--- config.mk ---
export PLATFORM = sky130hd
export DESIGN_NAME = tug_round_ctrl_flat
export DESIGN_NICKNAME = d
export VERILOG_FILES = /design/src/rtl/tug_pkg.sv /design/src/rtl/tug_round_ctrl_if.sv /design/src/rtl/tug_timer.sv /design/src/rtl/tug_round_ctrl.sv /design/src/flat_wrapper.sv
export SDC_FILE = /design/constraint.sdc
export NUM_CORES = 1
export LEC_CHECK = 0
export ABC_AREA = 1
export BUFFER_PORTS_ARGS = -buffer_cell sky130_fd_sc_hd__buf_4
export CORE_MARGIN = 2
export CORE_UTILIZATION = 50
export CTS_BUF_LIST = sky130_fd_sc_hd__clkbuf_16
export CTS_CLUSTER_SIZE = 20
export DETAILED_ROUTE_END_ITERATION = 12
export PLACE_DENSITY_LB_ADDON = 0.25
export SLEW_MARGIN = 10
export SYNTH_ARGS = -nofsm -noshare
export SYNTH_HDL_FRONTEND = slang
export SYNTH_SLANG_ARGS = --single-unit
--- constraint.sdc ---
create_clock -name clk -period 1.7 [get_ports clk]
set_input_delay 0.085 -clock clk [delete_from_list [all_inputs] [get_ports clk]]
set_output_delay 0.085 -clock clk [all_outputs]
set_load 0.02 [all_outputs]
--- src/rtl/tug_pkg.sv ---
// Shared definitions for the tug-of-war round controller: state encoding,
// default geometry/timing and the press arbitration helper.
package tug_pkg;

    typedef enum logic [2:0] {
        ST_IDLE  = 3'd0,
        ST_ARMED = 3'd1,
        ST_PLAY  = 3'd2,
        ST_LOCK  = 3'd3,
        ST_WIN   = 3'd4
    } state_e;

    typedef enum logic [1:0] {
        MV_NONE  = 2'd0,
        MV_LEFT  = 2'd1,
        MV_RIGHT = 2'd2,
        MV_TIE   = 2'd3
    } move_e;

    localparam int WIN_DIST_DEF  = 3;
    localparam int POS_W_DEF     = 3;
    localparam int COUNT_CYC_DEF = 50000;
    localparam int HOLD_CYC_DEF  = 1000;
    localparam int CNT_W_DEF     = 16;
    localparam int POS_CENTRE    = WIN_DIST_DEF;

    function automatic move_e arbitrate(input logic l, input logic r);
        move_e m;
        case ({l, r})
            2'b10:   m = MV_LEFT;
            2'b01:   m = MV_RIGHT;
            2'b11:   m = MV_TIE;
            default: m = MV_NONE;
        endcase
        return m;
    endfunction

endpackage

--- src/rtl/tug_round_ctrl_if.sv ---
// Bundle between the round controller and the press latches / display logic.
// master = controller side, slave = latches, referee and display side.
interface tug_round_ctrl_if #(
    parameter int POS_W = 3
);
    logic             start;
    logic             pbl;
    logic             pbr;
    logic             clear;
    logic [POS_W-1:0] pos;
    logic             winner_l;
    logic             winner_r;
    logic             playing;

    modport master (
        input  start, pbl, pbr,
        output clear, pos, winner_l, winner_r, playing
    );

    modport slave (
        output start, pbl, pbr,
        input  clear, pos, winner_l, winner_r, playing
    );
endinterface

--- src/rtl/tug_timer.sv ---
// Down-counter shared by the countdown and the post-score lockout.
// Load takes priority; the count parks at zero.
module tug_timer #(
    parameter int CNT_W = 16
) (
    input  logic             clk,
    input  logic             rst,
    input  logic             load,
    input  logic [CNT_W-1:0] load_val,
    input  logic             en,
    output logic             zero
);

    logic [CNT_W-1:0] cnt_r;

    // Count register with synchronous active-low reset
    always_ff @(posedge clk) begin
        if (!rst) begin
            cnt_r <= {CNT_W{1'b0}};
        end else if (load) begin
            cnt_r <= load_val;
        end else if (en && (cnt_r != {CNT_W{1'b0}})) begin
            cnt_r <= cnt_r - {{(CNT_W-1){1'b0}}, 1'b1};
        end else begin
            cnt_r <= cnt_r;
        end
    end

    assign zero = (cnt_r == {CNT_W{1'b0}});

endmodule

--- src/rtl/tug_round_ctrl.sv ---
// Tug-of-war round controller: clears the press latches, arbitrates presses,
// moves the rope and declares a winner. Optional macro FALSE_START_EN penalises presses during the countdown.
module tug_round_ctrl
    import tug_pkg::*;
#(
    parameter int WIN_DIST  = WIN_DIST_DEF,
    parameter int POS_W     = POS_W_DEF,
    parameter int COUNT_CYC = COUNT_CYC_DEF,
    parameter int HOLD_CYC  = HOLD_CYC_DEF,
    parameter int CNT_W     = CNT_W_DEF
) (
    input  logic             clk,
    input  logic             rst,
    tug_round_ctrl_if.master bus
);

    localparam logic [POS_W-1:0] CENTRE     = POS_W'(WIN_DIST);
    localparam logic [POS_W-1:0] POS_MAX    = POS_W'(2 * WIN_DIST);
    localparam logic [POS_W-1:0] POS_ONE    = {{(POS_W-1){1'b0}}, 1'b1};
    localparam logic [CNT_W-1:0] COUNT_LOAD = CNT_W'(COUNT_CYC - 1);
    localparam logic [CNT_W-1:0] HOLD_LOAD  = CNT_W'(HOLD_CYC - 1);

    state_e           state_r, state_s;
    logic [POS_W-1:0] pos_r, pos_s, new_pos_s;
    logic             wl_r, wl_s, wr_r, wr_s;
    logic             clear_r, clear_s;
    logic             playing_r;
    logic             tmr_load_s, tmr_en_s, tmr_zero_s;
    logic [CNT_W-1:0] tmr_val_s;
    logic             flip_s, scoring_s;
    move_e            move_s;

    tug_timer #(.CNT_W(CNT_W)) u_timer (
        .clk      (clk),
        .rst      (rst),
        .load     (tmr_load_s),
        .load_val (tmr_val_s),
        .en       (tmr_en_s),
        .zero     (tmr_zero_s)
    );

    // Decide whether this cycle's press scores and where it moves the rope
    always_comb begin
        move_s = arbitrate(bus.pbl, bus.pbr);
`ifdef FALSE_START_EN
        // A false start pulls the rope toward the offender's opponent
        flip_s    = (state_r == ST_ARMED);
        scoring_s = (move_s != MV_NONE) &&
                    ((state_r == ST_PLAY) || (state_r == ST_ARMED));
`else
        flip_s    = 1'b0;
        scoring_s = (move_s != MV_NONE) && (state_r == ST_PLAY);
`endif
        case (move_s)
            MV_LEFT:  new_pos_s = flip_s ? (pos_r + POS_ONE) : (pos_r - POS_ONE);
            MV_RIGHT: new_pos_s = flip_s ? (pos_r - POS_ONE) : (pos_r + POS_ONE);
            default:  new_pos_s = pos_r;
        endcase
    end

    // Next-state, rope position, winner flags and timer control
    always_comb begin
        state_s    = state_r;
        pos_s      = pos_r;
        wl_s       = wl_r;
        wr_s       = wr_r;
        tmr_load_s = 1'b0;
        tmr_val_s  = COUNT_LOAD;
        tmr_en_s   = 1'b0;
        if (scoring_s) begin
            pos_s = new_pos_s;
            if (new_pos_s == {POS_W{1'b0}}) begin
                state_s = ST_WIN;
                wl_s    = 1'b1;
            end else if (new_pos_s == POS_MAX) begin
                state_s = ST_WIN;
                wr_s    = 1'b1;
            end else begin
                state_s    = ST_LOCK;
                tmr_load_s = 1'b1;
                tmr_val_s  = HOLD_LOAD;
            end
        end else begin
            case (state_r)
                ST_IDLE, ST_WIN: begin
                    if (bus.start) begin
                        state_s    = ST_ARMED;
                        pos_s      = CENTRE;
                        wl_s       = 1'b0;
                        wr_s       = 1'b0;
                        tmr_load_s = 1'b1;
                        tmr_val_s  = COUNT_LOAD;
                    end else begin
                        state_s = state_r;
                    end
                end
                ST_ARMED, ST_LOCK: begin
                    if (tmr_zero_s) begin
                        state_s = ST_PLAY;
                    end else begin
                        tmr_en_s = 1'b1;
                    end
                end
                ST_PLAY: state_s = ST_PLAY;
                default: begin
                    state_s = ST_IDLE;
                    pos_s   = CENTRE;
                    wl_s    = 1'b0;
                    wr_s    = 1'b0;
                end
            endcase
        end
    end

    // Latch clear is released only while presses can score
    always_comb begin
`ifdef FALSE_START_EN
        if ((state_s == ST_PLAY) || (state_s == ST_ARMED)) begin
            clear_s = 1'b0;
        end else begin
            clear_s = 1'b1;
        end
`else
        if (state_s == ST_PLAY) begin
            clear_s = 1'b0;
        end else begin
            clear_s = 1'b1;
        end
`endif
    end

    // State and output registers; outputs track the state being entered
    always_ff @(posedge clk) begin
        if (!rst) begin
            state_r   <= ST_IDLE;
            pos_r     <= CENTRE;
            wl_r      <= 1'b0;
            wr_r      <= 1'b0;
            clear_r   <= 1'b1;
            playing_r <= 1'b0;
        end else begin
            state_r   <= state_s;
            pos_r     <= pos_s;
            wl_r      <= wl_s;
            wr_r      <= wr_s;
            clear_r   <= clear_s;
            playing_r <= (state_s == ST_PLAY);
        end
    end

    assign bus.clear    = clear_r;
    assign bus.pos      = pos_r;
    assign bus.winner_l = wl_r;
    assign bus.winner_r = wr_r;
    assign bus.playing  = playing_r;

endmodule

--- src/flat_wrapper.sv ---
// flat-port wrapper written by rule: the top's interface ports become plain ports
module tug_round_ctrl_flat import tug_pkg::*;
#(
    parameter int WIN_DIST  = WIN_DIST_DEF,
    parameter int POS_W     = POS_W_DEF,
    parameter int COUNT_CYC = COUNT_CYC_DEF,
    parameter int HOLD_CYC  = HOLD_CYC_DEF,
    parameter int CNT_W     = CNT_W_DEF
)
  (clk, rst, bus_start, bus_pbl, bus_pbr, bus_clear, bus_pos, bus_winner_l, bus_winner_r, bus_playing);
  tug_round_ctrl_if #(.POS_W(POS_W)) bus_i ();
  input  logic clk;
  input  logic rst;
  input wire logic [$bits(bus_i.start)-1:0] bus_start;
  input wire logic [$bits(bus_i.pbl)-1:0] bus_pbl;
  input wire logic [$bits(bus_i.pbr)-1:0] bus_pbr;
  output wire logic [$bits(bus_i.clear)-1:0] bus_clear;
  output wire logic [$bits(bus_i.pos)-1:0] bus_pos;
  output wire logic [$bits(bus_i.winner_l)-1:0] bus_winner_l;
  output wire logic [$bits(bus_i.winner_r)-1:0] bus_winner_r;
  output wire logic [$bits(bus_i.playing)-1:0] bus_playing;
  assign bus_i.start = bus_start;
  assign bus_i.pbl = bus_pbl;
  assign bus_i.pbr = bus_pbr;
  assign bus_clear = bus_i.clear;
  assign bus_pos = bus_i.pos;
  assign bus_winner_l = bus_i.winner_l;
  assign bus_winner_r = bus_i.winner_r;
  assign bus_playing = bus_i.playing;
  tug_round_ctrl #(.WIN_DIST(WIN_DIST), .POS_W(POS_W), .COUNT_CYC(COUNT_CYC), .HOLD_CYC(HOLD_CYC), .CNT_W(CNT_W)) u_core (.clk(clk), .rst(rst), .bus(bus_i));
endmodule
# Word-level counts from Yosys, hierarchy flattened
# Cells that the tools add are included.
classes:
  n_eq_ne: 16
  n_mux: 32
  addsub: 3
  n_reduce_logical: 14
op_table:
  columns: ["cell", "n"]
  rows:
  - ["2-to-1 mux 16 bit", 5]
  - ["2-to-1 mux 3 bit", 7]
  - ["logical NOT 16 bit", 1]
  - ["nonzero test 16 bit", 1]
  - ["subtractor 16 x 1 -> 16 bit, second input constant", 1]
  - ["2-to-1 mux 1 bit", 15]
  - ["case mux 3 bit (2 select lines)", 2]
  - ["== test 3 x 2 -> 1 bit, second input constant", 3]
  - ["case mux 3 bit (3 select lines)", 1]
  - ["== test 2 bit, second input constant", 3]
  - ["== test 3 bit, second input constant", 2]
  - ["logical NOT 3 bit", 2]
  - ["inequality test 2 bit, second input constant", 3]
  - ["case mux 2 bit (3 select lines)", 1]
  - ["== test 2 x 1 -> 1 bit, second input constant", 2]
  - ["AND reduction 4 bit", 1]
  - ["nonzero test 2 bit", 2]
  - ["OR reduction 2 bit", 2]
  - ["adder 3 x 1 -> 3 bit, second input constant", 1]
  - ["== test 3 x 1 -> 1 bit, second input constant", 1]
  - ["inequality test 3 x 2 -> 1 bit, second input constant", 1]
  - ["AND reduction 3 bit", 1]
  - ["OR reduction 3 bit", 1]
  - ["subtractor 3 x 1 -> 3 bit, second input constant", 1]
  - ["other kinds (4)", 5]
word_totals:
  input_bits: 5
  ff_bits: 26
  output_inout_bits: 7
  wordCells: 72

# Longest topological paths before layout
logic_depth:
  ltp_word: 10
  ltp_mapped: 16
  mapped_depth_nobuf: 16

# Cells and area by module
# A second synthesis with hierarchy kept.
unflattened:
  cells_unflattened: 297
  hier_area_um2: 1820.5
modules_own_cells:
  columns: ["mod", "cells_each", "n_inst", "seq_area_each_um2", "area_per_inst_um2"]
  rows:
  - ["tug_timer", 211, 1, 320.3, 1189.9]
  - ["tug_round_ctrl", 86, 1, 200.2, 630.6]

# Worst setup path before layout
# Ideal clock, no wire load.
synth_timing:
  path_type: "flip-flop to flip-flop"
  startpoint: "register u_core.pos_r[1] (netlist: u_core.bus.pos[1])"
  endpoint: "register u_core.u_timer.cnt_r[2]"
  arrival_time_ps: 1726
  path_stages_with_launch: 12
  n_path_buf: 0
  required_time_ps: 1591
  path_slack_ps: -135
  setup_ps: 109
  synth_period_minus_slack_ps: 1835
  path_cell_list: "dfxtp_1 -> fa_1 -> nand2_1 -> nand2_1 -> nor2_1 -> nand3_1 -> nand3_2 -> nand2_1 -> inv_2 -> nand2_1 -> nand2_1 -> inv_1"
synth_between:
  elab_chain_cells: 7
  elab_cells_between_ends: 12
  classes_between: "2 x add/sub; 1 x eq/ne; 7 x mux; 2 x reduce/logical"
synth_rtl:
  columns: ["element", "line_no", "rtl"]
  rows:
  - ["from (decl)", "tug_round_ctrl.sv:24", "logic [POS_W-1:0] pos_r, pos_s, new_pos_s;"]
  - ["from (signal assigned)", "tug_round_ctrl.sv:143", "pos_r <= pos_s;"]
  - ["adder 3 x 1 -> 3 bit or subtractor 3 x 1 -> 3 bit (tied branches)", null, null]
  - ["case mux 3 bit (2 select lines) (*)", "tug_round_ctrl.sv:54", "case (move_s)"]
  - ["== test 3 bit", "tug_round_ctrl.sv:75", "end else if (new_pos_s == POS_MAX) begin"]
  - ["2-to-1 mux 1 bit", "tug_round_ctrl.sv:75", null]
  - ["2-to-1 mux 1 bit", "tug_round_ctrl.sv:72", "if (new_pos_s == {POS_W{1'b0}}) begin"]
  - ["2-to-1 mux 1 bit", "tug_round_ctrl.sv:70", "if (scoring_s) begin"]
  - ["2-to-1 mux 16 bit or nonzero test 2 bit (tied branches)", null, null]
  - ["to (signal assigned)", "tug_timer.sv:19", "cnt_r <= {CNT_W{1'b0}};"]
  - ["to (signal assigned)", "tug_timer.sv:21", "cnt_r <= load_val;"]
  - ["to (signal assigned)", "tug_timer.sv:23", "cnt_r <= cnt_r - {{(CNT_W-1){1'b0}}, 1'b1};"]
  - ["to (decl)", "tug_timer.sv:14", "logic [CNT_W-1:0] cnt_r;"]
# Every way passes the cells marked *; elsewhere a longest branch is shown, timed or not.
# A chain may end at the register's enable or synchronous reset.

# Worst setup path in the final report
layout_timing:
  startpoint: "register u_core.pos_r[1] (netlist: u_core.bus.pos[1])"
  endpoint: "register u_core.u_timer.cnt_r[15]"
layout_between:
  elab_chain_cells: 7
  elab_cells_between_ends: 13
  classes_between: "2 x add/sub; 1 x eq/ne; 8 x mux; 2 x reduce/logical"
layout_rtl:
  columns: ["element", "line_no"]
  rows:
  - ["adder 3 x 1 -> 3 bit or subtractor 3 x 1 -> 3 bit (tied branches)", null]
  - ["case mux 3 bit (2 select lines) (*)", "tug_round_ctrl.sv:54"]
  - ["== test 3 bit", "tug_round_ctrl.sv:75"]
  - ["2-to-1 mux 16 bit or 2-to-1 mux 1 bit (tied branches)", "tug_round_ctrl.sv:75"]
  - ["2-to-1 mux 16 bit or 2-to-1 mux 1 bit (tied branches)", "tug_round_ctrl.sv:72"]
  - ["2-to-1 mux 16 bit or 2-to-1 mux 1 bit (tied branches)", "tug_round_ctrl.sv:70"]
  - ["2-to-1 mux 16 bit or nonzero test 2 bit (tied branches)", null]
# Marks and branches as above.

==> impl_metrics.json <==
{
  "status": "finished, violations left",
  "violations": "negative setup slack",
  "cts_root_buf": "clkbuf_16",
  "cp-endpoint": "u_core.u_timer.cnt_r[15]",
  "swShare_pct": 32.4,
  "r2r_start": "u_core.bus.pos[1]",
  "synth.cell_area_sq_um": 1640,
  "area_growth_pct": 30.5,
  "path_clk_slew_ps": 70,
  "p_seq_share_pct": 33.5,
  "layout-drive-gt1-share_pct": 27.9,
  "async_reset_ff_share_pct": 0,
  "via_per_inst": 4.82,
  "synth_edf_count": 0,
  "p_int_mw": 1.42,
  "rsz0062_at_grt": "true",
  "cts_tree": "done",
  "synth.top_cell.area_share_pct": 31.8,
  "drv_slew": 0,
  "setup_viol_count_final": 22,
  "worstPathCellList": "fa_2 -> nand2_1 -> nand2_1 -> inv_2 -> nor2_2 -> nand2_2 -> buf_4 -> nand3_2 -> buf_4 -> nand3_2 -> nand2_1 -> nor2_2",
  "syn_area_per_cell_sq_um": 6.43,
  "synth-seq-cells": 26,
  "dieArea_sq_um": 3750,
  "r2r_slack_ps": -170,
  "grt_max_degree": 16,
  "route.vias.total": 1610,
  "p_leak_nw": 1.10,
  "gr-total-overflow": 0,
  "path_class": "reg -> reg",
  "ir_drop_mv": 0.691,
  "synth.distinct_cells": 30,
  "fin_skew_ps": 3.41,
  "core_sq_um": 3080,
  "htree_levels": 1,
  "ctsHoldBuffers": 0,
  "crit_slowest_cell": "fa_2",
  "slew_headroom_pct": 71.0,
  "r2r_end": "u_core.u_timer.cnt_r[15]",
  "finalHoldViolCount": 0,
  "cts_made_buffers": 3,
  "hpwl_mm": 2.65,
  "cp_max_fo": 4,
  "fin_hold_ws_ps": 107,
  "pwr-share-comb_pct": 33.8,
  "drt_pass1_iterations": 4,
  "synth.area.top_cells": "dfxtp_1, nand2_1, inv_1",
  "io_pins": 12,
  "drtIter0Drc": 71,
  "p_clk_share_pct": 32.7,
  "start_util_pct": 53.3,
  "clk-insertion-delay-late_ps": 260,
  "clockBufferDepth": 2,
  "synthFlopType": "dfxtp_1",
  "ant_nets": 0,
  "portBuffers": 11,
  "drc_errors": 0,
  "post-route-util_pct": 69.5,
  "tightest_slew_ps": 435,
  "num_antenna_cells": 0,
  "synth_nets": 264,
  "ys_top_cells_by_count": "nand2_1, inv_1, nor2_1",
  "synth_top_area_cell": "dfxtp_1",
  "cp_common_cell": "nand2_1",
  "routedWlPerCell_um": 11.1,
  "hold_path.class": "in -> reg",
  "gp_congestion": 0.875,
  "layout_worst_path_cycle_share_pct": 110,
  "cap_violations": 0,
  "die_x_um": 61.3,
  "track_usage_pct": 21.3,
  "crit_path_end_kind": "flip-flop",
  "grt_antenna_before_repair": 0,
  "synth.most_common_cell": "nand2_1",
  "fin_ws_ps": -170,
  "power_density_nw_per_um2": 980,
  "rows": 20,
  "required_ps": 1860,
  "crit_path_start_kind": "flip-flop",
  "yosysSeqAreaShare_pct": 31.8,
  "finalNetCount": 300,
  "clock_sinks": 26,
  "critPathMaxStageDelay_ps": 530,
  "syn_inst": 255,
  "grt_pass1_wl_mm": 6.02,
  "cp.arrival_ps": 2030,
  "synth_warnings": 0,
  "switchingPower_mw": 0.678,
  "routed_wl_mm": 3.69,
  "worst_r2r_path_depth": 12,
  "cp-startpoint": "u_core.bus.pos[1]",
  "min_period_ps": 1870,
  "grt_pass1_vias": 1446,
  "clock.fmax_mhz": 535,
  "die_h_um": 61.3
}
-- final cells by class --
type                    instances  area, sq um
clock inverters                 1         30.0
multi-input cells             180         1010
clock buffers                   3         75.1
well taps                      44         55.1
repair buffers                 33          264
flip-flops and latches         26          528
fillers                       258          940
inverters                      47          179
-- cell families (layout without fill, tap and decap cells) --
logic type / after synthesis / count (layout) / share of synthesized area [%]
compound gates: 20 / 20 / 7.48
xor+xnor: 7 / 7 / 3.74
fa+ha+maj: 4 / 4 / 3.51
buf+inv: 50 / 84 / 12.0
flops: 26 / 26 / 31.8
simple gates: 148 / 149 / 41.5
-- through the flow --
| step | instances | worst slack, ps | setup TNS, ps | cell area (sq um) | total power [mW] |
|---|---|---|---|---|---|
| floorplan | 255 | -38.6 | -281 | 1680 | 1.17 |
| global placement | 323 | -271 | -4350 | 1930 | 1.35 |
| detailed placement | 323 | -291 | -4840 | 1930 | 1.35 |
| CTS | 330 | -125 | -1650 | 2080 | 2.06 |
| global route | 334 | -347 | -6340 | 2140 | 2.22 |
| finish | 334 | -170 | -2210 | 2140 | 2.09 |
-- power by group through the flow --
| stage | Combinational, mW | Sequential (mW) | Clock, mW |
|---|---|---|---|
| floorplan | 0.451 | 0.720 | 0 |
| detailed placement | 0.638 | 0.713 | 0 |
| finish | 0.709 | 0.702 | 0.685 |
| CTS | 0.666 | 0.701 | 0.690 |
| global placement | 0.636 | 0.712 | 0 |
| global route | 0.797 | 0.707 | 0.713 |
-- how the worst min path moves through the flow --
stage | startpoint | end | slack, ps | cells past startpoint
2_1_floorplan | bus_start | u_core.state_r[2] | 330 | 3
3_3_place_gp | rst | u_core.u_timer.cnt_r[8] | 370 | 3
3_5_place_dp | rst | u_core.u_timer.cnt_r[0] | 380 | 3
4_1_cts | rst | u_core.u_timer.cnt_r[0] | 120 | 3
5_1_grt | rst | u_core.u_timer.cnt_r[8] | 130 | 3
6_report | rst | u_core.u_timer.cnt_r[0] | 110 | 3
-- registers in the layout, indices dropped and copies added (netlist names) --
signal and cells:
u_core.bus.pos 3, u_core.u_timer.cnt_r 16, u_core.bus.playing 1, u_core.bus.winner_l 1
u_core.bus.winner_r 1, u_core.bus.clear 1, u_core.state_r 3
-- cell usage in the layout (no fill, tap or decap), types with 3 or more instances in the layout --
cell type  netlist  layout
nand2_1         67      64
inv_1           44      39
nor2_1          38      32
buf_4            0      31
dfxtp_1         26      24
nand3_1         17      13
nor2_2           6      10
a21oi_1          8       8
inv_2            3       7
nand4_1          7       7
nand2_2          3       6
nand3_2          1       5
xor2_1           5       5
nor2_4           2       4
o21ai_0          4       4
clkbuf_16        0       3
-- routing by layer --
metal | up-vias | global-route usage, % | part of all wire, %
met2 | 34 | 37.1 | 49
met3 | 6 | 2.10 | 2.8
met4 | 0 | 6.21 | 1.2
met5 | - | 0 | 0
met1 | 714 | 28.0 | 47
li1 | 856 | - | -
-- timing repair --
item	in CTS	in global routing
pin swaps	3	9
setup buffers	2	4
setup endpoints to repair	20	21
resized for setup	4	13
endpoints found under the hold margin	0	0
cloned	1	0
-- worst max-delay path: cells and delay by family, from the launching register on --
family	cells	cell delay, ps
adders and majority gates	1	530
buffers and inverters	3	320
DFF	1	350
and+or+nand+nor	8	580
(Power assumes the default switching activity.)
